===== src/rtl/ghost_map_writer.sv =====
`default_nettype none
// +----------------------------------------------------------------------------+
// | Module      : ghost_map_writer                                             |
// | Description : Commits ghost1/ghost2 moves into the shared tile-map RAM:    |
// |               restores covered tiles, captures new ones, draws ghosts.     |
// | Revision    : 1.0 - initial release                                        |
// +----------------------------------------------------------------------------+
module ghost_map_writer #(
   parameter int TILE_W      = 3,
   parameter int EMPTY_CODE  = 0,
   parameter int PACMAN_CODE = 3,
   parameter int GHOST1_CODE = 4,
   parameter int GHOST2_CODE = 5
) (
   input  logic              CLOCK_50,
   input  logic              reset,
   input  logic [5:0]        curr_ghost1_x,
   input  logic [4:0]        curr_ghost1_y,
   input  logic [5:0]        curr_ghost2_x,
   input  logic [4:0]        curr_ghost2_y,
   input  logic [5:0]        next_ghost1_x,
   input  logic [4:0]        next_ghost1_y,
   input  logic [5:0]        next_ghost2_x,
   input  logic [4:0]        next_ghost2_y,
   input  logic              map_gnt,
   input  logic [TILE_W-1:0] map_rddata,
   output logic              map_req,
   output logic [5:0]        map_rdaddr_x,
   output logic [4:0]        map_rdaddr_y,
   output logic              map_wren,
   output logic [5:0]        map_wraddr_x,
   output logic [4:0]        map_wraddr_y,
   output logic [TILE_W-1:0] map_wrdata,
   output logic              wrdone,
   output logic [1:0]        ghost_hit,
   output logic              busy
);

   localparam logic [TILE_W-1:0] c_EMPTY  = TILE_W'(EMPTY_CODE);
   localparam logic [TILE_W-1:0] c_PACMAN = TILE_W'(PACMAN_CODE);
   localparam logic [TILE_W-1:0] c_GHOST1 = TILE_W'(GHOST1_CODE);
   localparam logic [TILE_W-1:0] c_GHOST2 = TILE_W'(GHOST2_CODE);

   typedef enum logic [3:0] {
      S_IDLE = 4'd0,
      S_REQ  = 4'd1,
      S_RST1 = 4'd2,
      S_RST2 = 4'd3,
      S_RD1  = 4'd4,
      S_RD2  = 4'd5,
      S_CAP2 = 4'd6,
      S_DRW1 = 4'd7,
      S_DRW2 = 4'd8,
      S_DONE = 4'd9
   } state_t;

   state_t            r_state;
   logic [5:0]        r_c1x, r_c2x, r_n1x, r_n2x;
   logic [4:0]        r_c1y, r_c2y, r_n1y, r_n2y;
   logic [TILE_W-1:0] r_under1, r_under2;
   logic [1:0]        r_hit;
   logic              w_start;

   assign w_start = (next_ghost1_x != curr_ghost1_x) || (next_ghost1_y != curr_ghost1_y) ||
                    (next_ghost2_x != curr_ghost2_x) || (next_ghost2_y != curr_ghost2_y);

   // Pacman and stale ghost codes must never be restored later, so they become blank.
   function automatic logic [TILE_W-1:0] f_stored(input logic [TILE_W-1:0] tile);
      if ((tile == c_PACMAN) || (tile == c_GHOST1) || (tile == c_GHOST2))
         return c_EMPTY;
      return tile;
   endfunction

   // Outputs are registered on the transition into the state they belong to.
   always_ff @(posedge CLOCK_50 or posedge reset) begin
      if (reset) begin
         r_state      <= S_IDLE;
         r_c1x        <= '0;
         r_c1y        <= '0;
         r_c2x        <= '0;
         r_c2y        <= '0;
         r_n1x        <= '0;
         r_n1y        <= '0;
         r_n2x        <= '0;
         r_n2y        <= '0;
         r_under1     <= c_EMPTY;
         r_under2     <= c_EMPTY;
         r_hit        <= '0;
         map_req      <= 1'b0;
         map_rdaddr_x <= '0;
         map_rdaddr_y <= '0;
         map_wren     <= 1'b0;
         map_wraddr_x <= '0;
         map_wraddr_y <= '0;
         map_wrdata   <= '0;
         wrdone       <= 1'b0;
         ghost_hit    <= '0;
         busy         <= 1'b0;
      end else begin
         case (r_state)
            S_IDLE: begin
               if (w_start) begin
                  r_c1x   <= curr_ghost1_x;
                  r_c1y   <= curr_ghost1_y;
                  r_c2x   <= curr_ghost2_x;
                  r_c2y   <= curr_ghost2_y;
                  r_n1x   <= next_ghost1_x;
                  r_n1y   <= next_ghost1_y;
                  r_n2x   <= next_ghost2_x;
                  r_n2y   <= next_ghost2_y;
                  r_hit   <= '0;
                  map_req <= 1'b1;
                  busy    <= 1'b1;
                  r_state <= S_REQ;
               end
            end
            S_REQ: begin
               if (map_gnt) begin
                  map_wren     <= 1'b1;
                  map_wraddr_x <= r_c1x;
                  map_wraddr_y <= r_c1y;
                  map_wrdata   <= r_under1;
                  r_state      <= S_RST1;
               end
            end
            S_RST1: begin
               map_wraddr_x <= r_c2x;
               map_wraddr_y <= r_c2y;
               map_wrdata   <= r_under2;
               r_state      <= S_RST2;
            end
            S_RST2: begin
               map_wren     <= 1'b0;
               map_rdaddr_x <= r_n1x;
               map_rdaddr_y <= r_n1y;
               r_state      <= S_RD1;
            end
            S_RD1: begin
               map_rdaddr_x <= r_n2x;
               map_rdaddr_y <= r_n2y;
               r_state      <= S_RD2;
            end
            S_RD2: begin
               r_under1 <= f_stored(map_rddata);
               r_hit[0] <= (map_rddata == c_PACMAN);
               r_state  <= S_CAP2;
            end
            S_CAP2: begin
               r_under2     <= f_stored(map_rddata);
               r_hit[1]     <= (map_rddata == c_PACMAN);
               map_wren     <= 1'b1;
               map_wraddr_x <= r_n1x;
               map_wraddr_y <= r_n1y;
               map_wrdata   <= c_GHOST1;
               r_state      <= S_DRW1;
            end
            S_DRW1: begin
               map_wraddr_x <= r_n2x;
               map_wraddr_y <= r_n2y;
               map_wrdata   <= c_GHOST2;
               r_state      <= S_DRW2;
            end
            S_DRW2: begin
               map_wren  <= 1'b0;
               wrdone    <= 1'b1;
               ghost_hit <= r_hit;
               r_state   <= S_DONE;
            end
            S_DONE: begin
               wrdone    <= 1'b0;
               ghost_hit <= '0;
               map_req   <= 1'b0;
               busy      <= 1'b0;
               r_state   <= S_IDLE;
            end
            default: begin
               map_wren <= 1'b0;
               wrdone   <= 1'b0;
               map_req  <= 1'b0;
               busy     <= 1'b0;
               r_state  <= S_IDLE;
            end
         endcase
      end
   end

endmodule
`default_nettype wire

===== config.mk =====
export PLATFORM = sky130hd
export DESIGN_NAME = ghost_map_writer
export DESIGN_NICKNAME = d
export VERILOG_FILES = /design/src/rtl/ghost_map_writer.sv
export SDC_FILE = /design/constraint.sdc
export NUM_CORES = 1
export LEC_CHECK = 0
export CAP_MARGIN = 30
export CORE_MARGIN = 8
export CORE_UTILIZATION = 35
export CTS_BUF_LIST = sky130_fd_sc_hd__clkbuf_16
export CTS_CLUSTER_DIAMETER = 60
export CTS_CLUSTER_SIZE = 25
export DETAILED_ROUTE_END_ITERATION = 10
export HOLD_SLACK_MARGIN = 0.02
export RECOVER_POWER = 100
export SLEW_MARGIN = 20
export SYNTH_ARGS = -nofsm -noshare
export SYNTH_HDL_FRONTEND = slang
export SYNTH_SLANG_ARGS = --single-unit

===== constraint.sdc =====
create_clock -name CLOCK_50 -period 3.1 [get_ports CLOCK_50]
set_input_delay 0.62 -clock CLOCK_50 [delete_from_list [all_inputs] [get_ports CLOCK_50]]
set_output_delay 0.62 -clock CLOCK_50 [all_outputs]
set_load 0.02 [all_outputs]

==> impl_metrics.ini <==
[worst_setup_path]
r2r_end = map_wraddr_y[4]
crit_chain = dlygate4sd3_1 -> xnor2_1 -> nand4_1 -> nor4_1 -> a21oi_4 -> buf_12 -> mux2_1
critPathLaunch = curr_ghost1_y[4]
cp_data_required_time_ns = 3.31
path_max_fanout = 47
rr_startpoint = r_state[0]
end_kind = flip-flop
cp-start-kind = input port
cp_slowest_cell = nor4_1
cp.arrival_ns = 2.89
max_stage_delay_ns = 0.61
reg2regPathDepth = 6
critPathKind = input port to flip-flop
rrSetupSlack_ns = 0.66

[clock_tree]
cts_sinks = 86
cts-htree-levels = 3
clock-root-buffer = clkbuf_16
clk_latency_ns = 0.33
cts_hold_buf = 0
cts_tree = done
cts_resized = 0
numCtsBuffers = 9
cts.path.max_buffers = 2
cts_setup_buffers = 0
cts.clk_slew.worst_paths_ns = 0.06

[yosys]
syn_area_um2 = 4000
ys_seq_elements = 86
synth_fa_ha_area_share_pct = 0
synth_nets = 391
syn_inst = 341
ys_warn_count = 0
synth_top_family_by_area = multiplexers
synth_compound_area_share_pct = 10.9
synth-xor-area-share_pct = 5.26
synth_cell_types = 39
synth_edf_count = 0
synth_top_flop_cell = dfrtp_1
async_flop_share_pct = 100
yosysSeqAreaShare_pct = 53.9
synthMuxAreaShare_pct = 15.5
yosys.area_share.simple_pct = 10.8
syn_area_per_cell_um2 = 11.7

[outcome]
status = completed

[power_and_ir_drop]
pwr-share-clk_pct = 20.6
power_w = 0.00548
powerDensity_nw_per_um2 = 1060
cell_internal_pwr_w = 0.00342
vdd_drop_max_uv = 380
power_frac_comb_pct = 40.7
seq_power_share_pct = 38.7
leakagePower_nw = 2.12
p_sw_w = 0.00205
switching_share_pct = 37.5

[timing]
hold_viol_final = 0
setup_viol = 0
rsz0062_at_grt = no
skew_ns = 0.00983
slew-limit-headroom_pct = 8.80
fin_crit_ns = 2.68
tightest_slew_ns = 1.36
fmax_ghz = 0.373
fin_setup_tns_ns = 0
maxSlewViolCount = 0
setup_ws_ns = 0.419
final.period_utilization_pct = 86.5

[floorplan]
coreArea_um2 = 11300
io_pins = 81
fp.dieW_um = 123
dieArea_um2 = 15100
start_util_pct = 35.4
die-height_um = 123
floorplan.rows = 39

[final_layout]
syn2layout_area_growth_pct = 29.3
diodes = 0
final_layout_size_suffix_gt1_share_pct = 10.7
layout_common_cells = dfrtp_1, nand2_1, clkdlybuf4s50_1
final_common_cell = dfrtp_1
final_nets = 473
fill_cells = 1087
stdcell_area_um2 = 5160

[grt]
grt_pass1_vias = 3175
grt.total_usage_pct = 14.7
grt_use_met2_pct = 23.1
antenna_found_initial = 0
grt.busiest_layer = met2
grt_max_degree = 60
grt_first_pass_wirelength_mm = 17.1
grtUsageMet1_pct = 19.9
overflow = 0
met3_usage_pct = 3.45

[run]
cap_violations = 0

[hold_path]
holdPathEnd = ghost_hit[0]
min_path_cells = 2
min-delay-start = ghost_hit[0]
hold_path_class = flip-flop to flip-flop

[route]
route.vias.total = 2945
drc = 0
routed_wl_mm = 10.6
wl_per_cell_um = 18.5
postRouteAntennaNets = 0
drt_iter0_drc = 219
firstDrtPassIters = 6
via_per_inst = 5.16

[place]
gp_congestion = 0.742
pre_cts_ws_ns = 0.322
placed_area_um2 = 4980
io_buffer_count = 80
place_hpwl_mm = 7.64
## registers in the layout (all words and copies together), names as in the netlist
register      cells
busy              1
ghost_hit         2
map_rdaddr_x      6
map_rdaddr_y      5
map_wraddr_x      6
map_wraddr_y      5
map_wrdata        3
map_wren          1
r_c1x             6
r_c1y             5
r_c2x             6
r_c2y             5
r_hit             2
r_n1x             6
r_n1y             5
r_n2x             6
r_n2y             5
r_state           4
r_under1          3
r_under2          3
wrdone            1
## synth_stat cells (2+ instances only)
library cell / count / share of area (%)
buf_2: 6 / 0.75
a21oi_1: 9 / 1.1
nor2_1: 22 / 2.1
a22oi_1: 12 / 2.3
nand3_1: 2 / 0.25
o21ai_0: 12 / 1.5
nand4_1: 5 / 0.78
nor3_1: 3 / 0.38
mux2_2: 18 / 5.1
mux2_4: 27 / 10
nand2_1: 54 / 5.1
buf_6: 5 / 1.4
nand2b_1: 3 / 0.47
dfrtp_1: 86 / 54
a222oi_1: 11 / 2.8
clkbuf_1: 7 / 0.66
a31oi_1: 11 / 1.7
xnor2_1: 21 / 4.6
xor2_1: 3 / 0.66
inv_1: 5 / 0.47
## critical path: cells and delay by family
kind | cells | cell delay, ns
buf+inv | 2 | 0.80
simple gates | 2 | 0.78
mux | 1 | 0.36
xor+xnor | 1 | 0.17
compound gates | 1 | 0.13
## power by group through the flow
stage	Sequential, W	Clock [W]	Combinational, W
floorplan	0.00220	0	0.00161
global placement	0.00214	0	0.00251
detailed placement	0.00215	0	0.00257
CTS	0.00214	0.00115	0.00259
global route	0.00221	0.00120	0.00246
finish	0.00212	0.00113	0.00223
## worst max-delay path by stage
stage	slack, ns	cells after the start	endpoint
floorplan	0.26	1	busy
global placement	0.31	7	r_n2y[1]
detailed placement	0.32	7	r_c1y[4]
CTS	0.66	7	r_n2x[1]
global route	0.32	7	r_n2y[3]
finish	0.42	7	r_n2x[1]
## cell families after synthesis
logic type / after synthesis
and+or+nand+nor: 97
buffers and inverters: 26
AOI/OAI and AO/OA: 62
muxes: 46
DFF: 86
xor gates and xnor gates: 24
## cell type report
cell class                      count  area [um2]  share of cell area, %
Clock buffer                        9         225                   4.36
Clock inverter                      7        90.1                   1.74
Inverter                            6        23.8                  0.460
Multi-Input combinational cell    229        1590                   30.8
Sequential cell                    86        2150                   41.7
Tap cell                          143         179                   3.46
Timing Repair Buffer               91         902                   17.5
## through the flow
step | cells | hold WS (ns) | utilization, %
final | 571 | 0.473 | 45.8
after global routing | 571 | 0.489 | 45.8
after CTS | 571 | 0.485 | 47.0
after detailed placement | 555 | 0.471 | 44.2
after global placement | 554 | 0.465 | 44.1
after floorplan | 341 | 0.450 | -
## routing by layer
| layer | share of wire (%) | routed length [um] |
|---|---|---|
| met4 | 0.44 | 46 |
| met1 | 47 | 4960 |
| met2 | 47 | 4970 |
| met3 | 5.5 | 578 |
| met5 | 0 | 0 |
(Power assumes the default switching activity.)
